### src/rtl/servo_pwm_sched.sv
// Frame timebase, staggered per-channel start-of-frame strobes and shadow/active
// configuration registers for a bank of servo PWM channels.
module servo_pwm_sched #(
    parameter int NUM_CH      = 8,
    parameter int CLKS_PER_UI = 100,
    parameter int FRAME_UI    = 20000,
    parameter int STAGGER_UI  = 250,
    parameter int MIN_UI      = 500,
    parameter int MAX_UI      = 2500
) (
    input  logic                 clk,
    input  logic                 rst,
    input  logic                 run,
    input  logic                 wr_en,
    input  logic [3:0]           wr_addr,
    input  logic [11:0]          wr_data,
    input  logic                 en_wr,
    input  logic [NUM_CH-1:0]    en_data,
    output logic                 pulse_ui,
    output logic [NUM_CH-1:0]    ch_sof,
    output logic [NUM_CH-1:0]    ch_en,
    output logic [12*NUM_CH-1:0] ch_pulse_width_ui,
    output logic                 wr_ack,
    output logic                 wr_err,
    output logic                 commit_stb,
    output logic [14:0]          frame_ui_cnt
);

    localparam int              PW         = (CLKS_PER_UI > 1) ? $clog2(CLKS_PER_UI) : 1;
    localparam logic [PW-1:0]   PRESC_LAST = PW'(CLKS_PER_UI - 1);
    localparam logic [14:0]     FRAME_LAST = 15'(FRAME_UI - 1);
    localparam logic [11:0]     MIN_W      = 12'(MIN_UI);
    localparam logic [11:0]     MAX_W      = 12'(MAX_UI);

    logic [PW-1:0]     presc;
    logic              wrap;
    logic [14:0]       frame_next;
    logic              commit;
    logic [NUM_CH-1:0] sof_next;
    logic              addr_ok;
    logic [NUM_CH-1:0] wr_sel;

    logic [11:0]       shadow_w [NUM_CH];
    logic [11:0]       act_w    [NUM_CH];
    logic [NUM_CH-1:0] pend_w;
    logic [NUM_CH-1:0] shadow_en;
    logic              pend_en;

    function automatic logic [11:0] clamp_width(input logic [11:0] d);
        if (d == 12'd0)
            return 12'd0;
        else if (d < MIN_W)
            return MIN_W;
        else if (d > MAX_W)
            return MAX_W;
        else
            return d;
    endfunction

    assign wrap       = run && (presc == PRESC_LAST);
    assign frame_next = (frame_ui_cnt == FRAME_LAST) ? 15'd0 : frame_ui_cnt + 15'd1;
    // Commit lands one UI ahead of channel 0's SOF so every channel starts its frame on fresh values.
    assign commit     = wrap && (frame_next == FRAME_LAST);
    assign addr_ok    = ({1'b0, wr_addr} < 5'(NUM_CH));

    always_comb begin
        sof_next = '0;
        wr_sel   = '0;
        for (int i = 0; i < NUM_CH; i++) begin
            sof_next[i] = wrap && (frame_next == 15'(i * STAGGER_UI));
            wr_sel[i]   = wr_en && addr_ok && (wr_addr == 4'(i));
        end
    end

    always_ff @(posedge clk or posedge rst) begin
        if (rst) begin
            presc        <= '0;
            frame_ui_cnt <= FRAME_LAST;
            pulse_ui     <= 1'b0;
            ch_sof       <= '0;
            commit_stb   <= 1'b0;
        end else if (!run) begin
            presc        <= '0;
            frame_ui_cnt <= FRAME_LAST;
            pulse_ui     <= 1'b0;
            ch_sof       <= '0;
            commit_stb   <= 1'b0;
        end else begin
            presc      <= wrap ? '0 : presc + PW'(1);
            pulse_ui   <= wrap;
            ch_sof     <= sof_next;
            commit_stb <= commit;
            if (wrap)
                frame_ui_cnt <= frame_next;
        end
    end

    // Enable-mask writes are always accepted, so they acknowledge on wr_ack as well.
    always_ff @(posedge clk or posedge rst) begin
        if (rst) begin
            wr_ack <= 1'b0;
            wr_err <= 1'b0;
        end else begin
            wr_ack <= (wr_en && addr_ok) || en_wr;
            wr_err <= wr_en && !addr_ok;
        end
    end

    always_ff @(posedge clk or posedge rst) begin
        if (rst) begin
            for (int i = 0; i < NUM_CH; i++)
                shadow_w[i] <= '0;
            shadow_en <= '0;
        end else begin
            for (int i = 0; i < NUM_CH; i++)
                if (wr_sel[i])
                    shadow_w[i] <= clamp_width(wr_data);
            if (en_wr)
                shadow_en <= en_data;
        end
    end

    // A write coinciding with the commit stays pending: the new set overrides the clear.
    always_ff @(posedge clk or posedge rst) begin
        if (rst) begin
            pend_w  <= '0;
            pend_en <= 1'b0;
        end else begin
            pend_w  <= (commit ? '0 : pend_w) | wr_sel;
            pend_en <= (pend_en && !commit) || en_wr;
        end
    end

    always_ff @(posedge clk or posedge rst) begin
        if (rst) begin
            for (int i = 0; i < NUM_CH; i++)
                act_w[i] <= '0;
            ch_en <= '0;
        end else if (commit) begin
            for (int i = 0; i < NUM_CH; i++)
                if (pend_w[i])
                    act_w[i] <= shadow_w[i];
            if (pend_en)
                ch_en <= shadow_en;
        end
    end

    for (genvar gi = 0; gi < NUM_CH; gi++) begin : g_pack
        assign ch_pulse_width_ui[12*gi +: 12] = act_w[gi];
    end

endmodule

### config.mk
export PLATFORM = sky130hd
export DESIGN_NAME = servo_pwm_sched
export DESIGN_NICKNAME = d
export VERILOG_FILES = /design/src/rtl/servo_pwm_sched.sv
export SDC_FILE = /design/constraint.sdc
export NUM_CORES = 1
export LEC_CHECK = 0
export BUFFER_PORTS_ARGS = -buffer_cell sky130_fd_sc_hd__buf_2
export CORE_UTILIZATION = 40
export DETAILED_ROUTE_END_ITERATION = 8
export PLACE_DENSITY = 0.67
export SYNTH_ARGS = -nofsm -noshare
export SYNTH_HDL_FRONTEND = slang
export SYNTH_SLANG_ARGS = --single-unit
### constraint.sdc
create_clock -name clk -period 13.7 [get_ports clk]
set_input_delay 0.685 -clock clk [delete_from_list [all_inputs] [get_ports clk]]
set_output_delay 0.685 -clock clk [all_outputs]
set_load 0.05 [all_outputs]
-- Word-level counts from Yosys, hierarchy flattened
Index checks and enable logic that the tools add are counted.
- bits of input ports: 29
- word-level logic and storage cells: 100
- flip-flop bits (word level): 251
- output and inout bits: 131
- $lt $le $gt $ge: 3
- eq/ne operators: 18
- reductions and logical operators: 37
- bitwise operators: 1
- add/subtract/negate cells: 2
- multiplexer cells: 12
- operators by type and width (operator ; count):
    equality test 15 x 11 -> 1 bit (second input constant) ; 3
    two-way mux 15 bit ; 3
    two-way mux 12 bit ; 3
    equality test 15 x 10 -> 1 bit (second input constant) ; 2
    equality test 15 bit (second input constant) ; 2
    logical AND 1 bit ; 21
    AND reduction 2 bit ; 9
    equality test 4 x 3 -> 1 bit (second input constant) ; 4
    two-way mux 8 bit ; 2
    adder 15 x 1 -> 15 bit (second input constant) ; 1
    equality test 15 x 8 -> 1 bit (second input constant) ; 1
    equality test 15 x 9 -> 1 bit (second input constant) ; 1
    zero test 15 bit ; 1
    two-way mux 7 bit ; 2
    greater-than comparator 12 bit (second input constant) ; 1
    zero test 12 bit ; 1
    < comparator 12 x 9 -> 1 bit (second input constant) ; 1
    equality test 4 x 2 -> 1 bit (second input constant) ; 2
    bitwise OR 8 bit ; 1
    adder 7 x 1 -> 7 bit (second input constant) ; 1
    equality test 7 bit (second input constant) ; 1
    equality test 4 x 1 -> 1 bit (second input constant) ; 1
    zero test 4 bit ; 1
    < comparator 4 bit (second input constant) ; 1
    other kinds (4) ; 7

-- Depth between registers and ports, before layout
Gate-level depths: netlist (run 1).
- word-level depth: 7
- gate-level depth with buffers: 10
- depth with buffers taken out: 7

-- Worst setup path after synthesis (run 1)
Ideal clock, no wire load.
- path kind: register to register
- from: register frame_ui_cnt[0]
- to: register act_w, in the netlist ch_pulse_width_ui[12]
- data required time: 13575 ps
- slack: 10652 ps
- setup time: 125 ps
- period minus slack after synthesis: 3048 ps
- cell stages (with the launch flop): 11
- path buffers: 3
- arrival: 2923 ps
- path through: dfstp_2 > ha_1 > nand4_1 > clkbuf_1 > nor3_1 > xnor2_1 > and4bb_2 > buf_2 > nand4_1 > buf_6 > mux2_2
- longest elaborated chain between the ends: 5
- elaborated cells between the ends (all ways): 6
- classes of those cells: 1 x add/sub; 2 x eq/ne; 1 x mux; 2 x reduce/logical
- ends and longest elaborated chain (element ; line ; RTL):
    start: declaration ; 26 ; output logic [14:0] frame_ui_cnt
    start signal: assignment ; 94 ; frame_ui_cnt <= frame_next;
    adder 15 x 1 -> 15 bit / equality test 15 bit (equally long branches) ; 61 ; assign frame_next = (frame_ui_cnt == FRAME_LAST) ? 15'd0 : frame_ui_cnt + 15'd1;
    two-way mux 15 bit (*) ; 61 ;
    equality test 15 bit (*) ; 63 ; assign commit = wrap && (frame_next == FRAME_LAST);
    logical AND 1 bit (*) ; 63 ;
    AND reduction 2 bit (no line) (*) ; n/a ;
    end signal: indexed assignment ; 142 ; act_w[i] <= shadow_w[i];
    end: declaration ; 44 ; logic [11:0] act_w [NUM_CH];
Every way passes the cells marked *; elsewhere a longest branch is shown, timed or not.
A chain may end at the register's enable or synchronous reset.

-- Final worst setup path (run 1)
- from: register frame_ui_cnt[0]
- to: register act_w, in the netlist ch_pulse_width_ui[22]
The elaborated chain is that of the path after synthesis.

==> results of run 1 <==
-- layout make-up --
type | count | area share (%)
timing repair buffer | 165 | 6.82
tap | 330 | 3.35
multi-input combinational | 503 | 29.9
clock inverter | 13 | 1.42
sequential | 251 | 51.1
clock buffer | 39 | 6.43
inverter | 30 | 0.975
-- critical path, delay by kind of cell (launching register included) --
family / cells / cell delay, ps
and+or+nand+nor: 3 / 1700
AOI/OAI and AO/OA: 2 / 830
DFF: 1 / 610
muxes: 1 / 530
adders and majority gates: 1 / 270
-- cell usage in the layout, fill, tap and decap left out, types with 3 or more instances in the layout --
cell type  netlist  routed
and3_1           5       5
dfstp_2          9       9
o21ai_0         78      78
nor4b_1          4       4
nor2_1          20      20
nor4_1          12      12
nand2_1         89      89
clkbuf_8         0       5
xnor2_1          9       9
clkbuf_16        0      28
a21boi_0         3       3
o211ai_1         6       6
mux2i_1         15      15
nor3_1           7       7
nand4_1         16      16
xor2_1           6       6
clkinv_2         0       6
nor2b_1          8       8
dfrtp_1        242     242
a21o_1           4       4
mux2_2         140     140
bufinv_16        0       3
a21oi_1          8       8
nand3_1         15      15
clkbuf_1        28       6
nand4b_1         3       3
buf_2            5     159
nand2b_1         7       7
or3_1            5       5
inv_1           30      29
and2_1           4       4
buf_4            1       6
ha_1             5       5
o21ai_1          4       4
o31ai_1          3       3
-- logic make-up (layout without fill, tap and decap cells) --
kind of cell    after synthesis  count (layout)  share of synthesized area (%)
flops                       251             251                           61.0
simple gates                211             211                           10.7
xor+xnor                     15              15                           1.27
buf+inv                      72             247                           3.30
compound gates              117             117                           6.40
fa+ha+maj                     5               5                          0.606
mux                         155             155                           16.7
-- registers in the layout, indices dropped and copies added, names as in the netlist --
register and cells:
ch_en 8, ch_pulse_width_ui 96, ch_sof 8, commit_stb 1, frame_ui_cnt 15, pend_en 1
pend_w 8, presc 7, pulse_ui 1, shadow_en 8, shadow_w 96, wr_ack 1
wr_err 1
-- per-layer routing --
metal  wire length, um  share of wire, %  vias to the layer above
met5                 0                 0                        -
met4               557               2.3                        0
met3              1150               4.7                       34
met2             11500                47                      177
met1             11000                45                     3416
li1                  -                 -                     3219
-- Yosys cell counts, drive strengths merged, types with 2 or more instances --
library cell	n	share of area [%]
a2111oi	2	0.17
a21boi	5	0.36
a21o	4	0.29
a21oi	8	0.39
and2	4	0.24
and3	5	0.30
and4	2	0.19
buf	14	1.2
clkbuf	28	1.0
dfrtp	242	59
dfstp	9	2.3
ha	5	0.61
inv	30	1.1
mux2	140	15
mux2i	15	1.5
nand2	89	3.2
nand2b	7	0.42
nand3	16	0.82
nand4	17	1.1
nand4b	3	0.25
nor2	20	0.73
nor2b	8	0.48
nor3	7	0.34
nor4	14	1.1
nor4b	4	0.34
nor4bb	2	0.19
o211ai	6	0.44
o21a	2	0.15
o21ai	82	4.0
o31ai	3	0.22
or2	2	0.12
or3	7	0.45
xnor2	9	0.76
xor2	6	0.51
-- worst min path at each step --
| stage | depth (start not counted) | to | from | slack, ps |
|---|---|---|---|---|
| 2_1_floorplan | 1 | presc[0] | presc[0] | 430 |
| 3_3_place_gp | 1 | presc[0] | presc[0] | 450 |
| 3_5_place_dp | 1 | presc[0] | presc[0] | 460 |
| 4_1_cts | 2 | wr_err | rst | 340 |
| 5_1_grt | 2 | wr_err | rst | 360 |
| 6_report | 2 | frame_ui_cnt[6] | rst | 300 |
-- metrics by stage --
step / power, uW / setup slack, ps / instances
after global placement: 942 / 9790 / 1279
after global routing: 1770 / 9350 / 1331
final: 1700 / 9640 / 1331
after detailed placement: 948 / 9680 / 1279
after CTS: 1720 / 9660 / 1331
after floorplan: 910 / 6130 / 826
-- power groups by stage --
stage | clock network (uW) | registers (uW) | logic [uW]
2_1_floorplan | 0 | 841 | 69.3
3_3_place_gp | 0 | 848 | 94.5
3_5_place_dp | 0 | 849 | 98.9
4_1_cts | 785 | 836 | 99.1
5_1_grt | 818 | 844 | 112
6_report | 766 | 836 | 96.6
==> impl_metrics.toml, run 1 <==
[timing]
hold_violations = 0
relSlewSlack_pct = 25.1
max_slew.worst_pin.slew_ps = 1120
max_freq_mhz = 246
skew_ps = 21.0
period_share_pct = 29.6
layout_min_cycle_time_ps = 4060
setup_viol = 0
finalSetupTns_ps = 0
maxSlewViolCount = 0
holdWs_ps = 302
rsz0062_at_grt = "no"

[route]
via_per_inst = 5.14
drt-initial-drc-count = 381
first_pass_iters = 4
antenna_left = 0
wl_per_cell_um = 18.2
drc = 0
wl_um = 24200
num_vias = 6846

[cts]
cts.path.max_buffers = 3
cts-hold-fix-buffers = 0
cts_buffers = 28
post-cts-setup-buffer-count = 0
clkSinkCount = 251
clk_latency_ps = 550
path_clk_slew_ps = 60
cts_tree = "built"
htree_levels = 1
clockRootBuffer = "clkbuf_16"
ctsResizeCount = 0

[setup_path]
path_cells = "ha_1, nand4_1, a2111oi_0, o211ai_1, and4bb_2, nand4_1, mux2_2"
start_kind = "flop"
crit_top_cell = "nand4_1"
arrival_ps = 4490
slowest_stage = "nand4_1"
reg2reg_depth = 7
reg2reg_to = "ch_pulse_width_ui[22]"
startpoint = "frame_ui_cnt[0]"
max_stage_delay_ps = 680
reg2reg_slack_ps = 9640
crit_required_ps = 14130
r2r_start = "frame_ui_cnt[0]"
crit_end = "ch_pulse_width_ui[22]"
path_max_fanout = 13
crit_path_end_kind = "flop"
worstSetupPathType = "flop to flop"

[floorplan]
rows = 58
fp.dieH_um = 163
dieArea_um2 = 26400
core_region_area_um2 = 25300
die_x_um = 163
start_util_pct = 40.9
ioPinCount = 160

[global_route]
busiest_layer = "met2"
met2_usage_pct = 30.6
met1_usage_pct = 26.1
overflow = 0
grt_max_degree = 118
grtUsageTotal_pct = 18.8
grt_pass1_vias = 6723
antenna_found_initial = 0
grt_pass1_wl_um = 38600
grt_util_met3_pct = 2.85

[pwr]
pwr-share-seq_pct = 49.2
p_int_uw = 1310
powerDensity_nw_per_um2 = 138
p_switching_uw = 392
power_frac_clock_pct = 45.1
comb_power_share_pct = 5.7
irDropWorstVdd_mv = 0.0928
switching_share_pct = 23.1
leakagePower_uw = 0.00630

[synth]
synth_area_per_cell_um2 = 12.5
synth_async_sr_flop_share_pct = 100
synth_enable_flop_cells = 0
yosys_warnings = 0
synth_seq_cells = 251
synth_area_um2 = 10300
synth_flop_cell = "dfrtp_1"
synth.distinct_cells = 52
synthesis.nets = 860
yosysSeqAreaShare_pct = 61.0
syn_inst = 826

[place]
place_area_um2 = 11400
numPortBuffers = 159
place_congestion = 0.898
place_hpwl_um = 16100

[cells_and_area]
final_util_pct = 48.8
antennaDiodeCount = 0
layout-drive-gt1-share_pct = 37.1
multi_input_area_um2 = 3690
syn2layout_area_growth_pct = 19.4
layout.nets = 1013
seqCellArea_um2 = 6290
finish.instance_area_um2 = 12300
nFillCells = 2314

[job]
maxCapViolations = 0

[hold_path]
hold_class = "primary input to asynchronous set/reset pin"

[status]
outcome = "completed"
No activity file was read; power rests on OpenSTA's default activity.
==> inputs of run 2 (changes only) <==
clock period = 4.3 ns   (was 13.7 ns; I/O delays follow)
==> impl_metrics.toml, run 2 (same netlist as run 1, synthesis figures left out) <==
[cells_and_area]
antennaDiodeCount = 0
syn2layout_area_growth_pct = 22.0
nFillCells = 2264
layout-drive-gt1-share_pct = 37.9
final_common_cell = "dfrtp_1"
final_cell_mix = "242 x dfrtp_1, 159 x buf_2, 140 x mux2_2"
layout.cells.non_filler = 1355
layout.nets = 1038

[route]
num_vias = 6916
wl_per_cell_um = 18.1
drt-initial-drc-count = 401
antenna_left = 0
drc = 0
via_per_inst = 5.10
first_pass_iters = 5
wl_um = 24600

[floorplan]
rows = 58
start_util_pct = 40.9
ioPinCount = 160
fp.dieH_um = 163
dieArea_um2 = 26400
die_x_um = 163
core_region_area_um2 = 25300

[setup_path]
critical_path_cell_count = 7
reg2reg_depth = 7
slowest_stage = "dfstp_2"
max_stage_delay_ps = 620
crit_family = "simple AND/OR/NAND/NOR gates"
crit_top_cell = "nand4_1"
worstSetupPathType = "flop to flop"
path_max_fanout = 13
start_kind = "flop"
arrival_ps = 4290
crit_required_ps = 4710
crit_path_end_kind = "flop"
crit_buf_inv = 0
path_cells = "ha_1, nand4_1, a2111oi_0, o211ai_1, and4bb_2, nand4_1, mux2_2"

[pwr]
irDropWorstVdd_mv = 0.214
powerDensity_nw_per_um2 = 439
leakagePower_uw = 0.00644

[timing]
max_slew.worst_pin.slew_ps = 1170
skew_ps = 13.7
rsz0062_at_grt = "no"
finalSetupTns_ps = 0
setup_viol = 0
period_share_pct = 90.1
max_freq_mhz = 258
layout_min_cycle_time_ps = 3870
maxSlewViolCount = 0
hold_violations = 0
relSlewSlack_pct = 21.5

[place]
dp.cells = 1294
place_hpwl_um = 16000
numPortBuffers = 159
place_congestion = 0.886

[hold_path]
hold-path-cell-count = 2
hold_class = "primary input to flop"

[global_route]
grtUsageTotal_pct = 19.0
antenna_found_initial = 0
grt_max_degree = 166
grt_pass1_vias = 6930
overflow = 0
grt_pass1_wl_um = 38900

[status]
outcome = "completed"

[cts]
clockRootBuffer = "clkbuf_16"
cts_tree = "built"
clk_latency_ps = 540
cts.path.max_buffers = 3
path_clk_slew_ps = 60
htree_levels = 1
clkSinkCount = 251
cts_buffers = 27
ctsResizeCount = 0

[job]
maxCapViolations = 0
==> run 2: cell count changes in the layout (fill, tap and decap cells not counted), sizes merged <==
cell | before | now
buf | 165 | 180
bufinv | 3 | 5
clkbuf | 39 | 37
clkinv | 8 | 7
dlygate4sd3 | 0 | 11
inv | 31 | 30
==> run 2: cell type report <==
cell class	instances	area, um2	share of cell area [%]
clock buffer	37	793	6.30
clock inverter	13	213	1.69
inverter	30	116	0.924
multi-input combinational	503	3690	29.3
sequential	251	6290	50.0
tap	330	413	3.28
timing repair buffer	191	1080	8.55
==> run 2: power by group <==
part / switching (uW) / total, uW / leakage [uW] / internal (uW)
combinational: 185 / 320 / 0.00268 / 135
sequential: 101 / 2670 / 0.00326 / 2560
clock: 949 / 2550 / 0.000501 / 1600
==> run 2: what timing repair did <==
| item | CTS | global route |
|---|---|---|
| hold buffers | 11 | 0 |
| buffers inserted | 0 | 0 |
| endpoints found under the hold margin | 27 | 0 |
==> run 2: worst register-to-register path: stages (launching register included) <==
cell and delay, ps:
dfstp_2 620, ha_1 280, nand4_1 460, a2111oi_0 580, o211ai_1 230, and4bb_2 520
nand4_1 570, mux2_2 500
==> run 2: worst paths after layout <==
kind | startpoint | end | slack, ps
setup / recovery | frame_ui_cnt[0] | ch_pulse_width_ui[85] | 430
hold / removal | run | frame_ui_cnt[14] | 70
setup reg to reg | frame_ui_cnt[0] | ch_pulse_width_ui[85] | 430
hold reg to reg | presc[0] | presc[0] | 460
max in group asynchronous | rst | shadow_w[28] | 2770
min in group asynchronous | rst | shadow_en[5] | 300
==> run 2: routing by layer <==
| layer | wire length (um) | part of all wire (%) | up-vias | GRT usage [%] |
|---|---|---|---|---|
| met1 | 11300 | 46 | 3469 | 26.2 |
| met4 | 510 | 2.1 | 0 | 5.52 |
| met2 | 11700 | 48 | 158 | 31.0 |
| met5 | 0 | 0 | - | 0 |
| li1 | - | - | 3253 | - |
| met3 | 1120 | 4.6 | 36 | 2.98 |
==> run 2: per-stage QoR <==
stage	utilization, %	instance area, um2	power, uW	hold slack (ps)	worst slack [ps]
floorplan	-	10300	2900	344	791
global placement	45.4	11500	3010	281	484
detailed placement	45.4	11500	3030	290	448
CTS	49.9	12600	5610	46.4	418
global route	49.9	12600	5780	50.5	41.8
finish	49.9	12600	5530	65.8	426
==> inputs of run 3 (changes only) <==
GPL_TIMING_DRIVEN = 0   (was default)
==> impl_metrics.toml, run 3 (same netlist as run 1, synthesis figures left out) <==
[status]
outcome = "completed"

[cts]
cts_tree = "built"
clk_latency_ps = 550
clkSinkCount = 251
post-cts-setup-buffer-count = 0
cts.path.max_buffers = 3
clockRootBuffer = "clkbuf_16"
htree_levels = 1
ctsResizeCount = 0
path_clk_slew_ps = 60
cts_buffers = 27
cts-hold-fix-buffers = 11

[hold_path]
hold_class = "primary input to flop"
min_from = "wr_addr[1]"

[floorplan]
start_util_pct = 40.9
die_x_um = 163
dieArea_um2 = 26400
rows = 58
fp.dieH_um = 163
core_region_area_um2 = 25300
ioPinCount = 160

[route]
antenna_left = 0
drc = 0
via_per_inst = 5.16
first_pass_iters = 5
wl_per_cell_um = 18.2
num_vias = 7111
wl_um = 25100
drt-initial-drc-count = 432

[cells_and_area]
final_util_pct = 50.7
syn2layout_area_growth_pct = 24.0
antennaDiodeCount = 0
layout-drive-gt1-share_pct = 36.6
layout.nets = 1063
final_cell_mix = "242 x dfrtp_1, 162 x buf_2, 140 x mux2_2"
nFillCells = 2259
final_common_cell = "dfrtp_1"
finish.instance_area_um2 = 12800

[pwr]
comb_power_share_pct = 5.8
p_total_uw = 5660
leakagePower_uw = 0.00650
pwr-share-seq_pct = 47.1
power_frac_clock_pct = 47.1
p_int_uw = 4390
powerDensity_nw_per_um2 = 442
switching_share_pct = 22.4
p_switching_uw = 1270
irDropWorstVdd_mv = 0.273

[setup_path]
crit_required_ps = 4720
path_max_fanout = 10
arrival_ps = 4320
worstSetupPathType = "flop to flop"
start_kind = "flop"
startpoint = "frame_ui_cnt[0]"
r2r_start = "frame_ui_cnt[0]"
crit_path_end_kind = "flop"

[global_route]
grtUsageTotal_pct = 19.5
grt_pass1_wl_um = 39800
grt_pass1_vias = 7131
overflow = 0
antenna_found_initial = 0
grt_max_degree = 42

[timing]
layout_min_cycle_time_ps = 3900
setup_viol = 0
holdWs_ps = 152
maxSlewViolCount = 0
skew_ps = 22.6
period_share_pct = 90.8
relSlewSlack_pct = 20.4
max_freq_mhz = 256
max_slew.worst_pin.slew_ps = 1190
setup_slack_ps = 396
rsz0062_at_grt = "no"
hold_violations = 0

[job]
maxCapViolations = 0

[place]
place_ws_ps = 335
place_hpwl_um = 17100
place_area_um2 = 11600
numPortBuffers = 157
place_congestion = 0.890
run 3: layout make-up:
class | count | area [um2] | area share, %
Sequential cell | 251 | 6290 | 49.2
Multi-Input combinational cell | 503 | 3690 | 28.8
Timing Repair Buffer | 174 | 1020 | 7.94
Clock buffer | 34 | 762 | 5.95
Tap cell | 330 | 413 | 3.23
Clock inverter | 14 | 284 | 2.22
Buffer | 42 | 228 | 1.78
Inverter | 30 | 116 | 0.909
run 3: stage by stage:
step                      std cells  TNS, ps
after floorplan                 826        0
after global placement         1313  -173150
after detailed placement       1319        0
after CTS                      1378        0
after global routing           1378        0
final                          1378        0
run 3: worst max-delay path, cell delays in order (launching register included):
cell and delay (ps):
dfstp_2 650, ha_1 310, nand4_1 240, clkbuf_1 290, nor2_1 350, mux2i_1 130, a21oi_1 320, clkbuf_1 620
nand4_2 470, mux2_2 400
run 3: worst paths after layout:
check	endpoint	slack [ps]	depth (start not counted)
setup reg to reg	ch_en[6]	400	9
setup / recovery	ch_en[6]	400	9
min in group asynchronous	ch_en[4]	390	3
hold reg to reg	pend_w[3]	480	1
hold / removal	shadow_w[5]	150	3
max in group asynchronous	ch_pulse_width_ui[16]	2790	6
run 3: power groups by stage:
stage	sequential [uW]	combinational, uW	clock [uW]
floorplan	2680	221	0
global placement	2700	302	0
detailed placement	2710	328	0
CTS	2670	337	2730
global route	2690	384	2830
finish	2670	329	2670
run 3: metal layers:
| metal | global-route usage (%) | share of wire (%) | vias up |
|---|---|---|---|
| met5 | 0 | 0 | - |
| met4 | 6.16 | 2.6 | 0 |
| met3 | 3.06 | 4.4 | 45 |
| met2 | 32.1 | 48 | 153 |
| met1 | 26.6 | 45 | 3601 |
| li1 | - | - | 3312 |
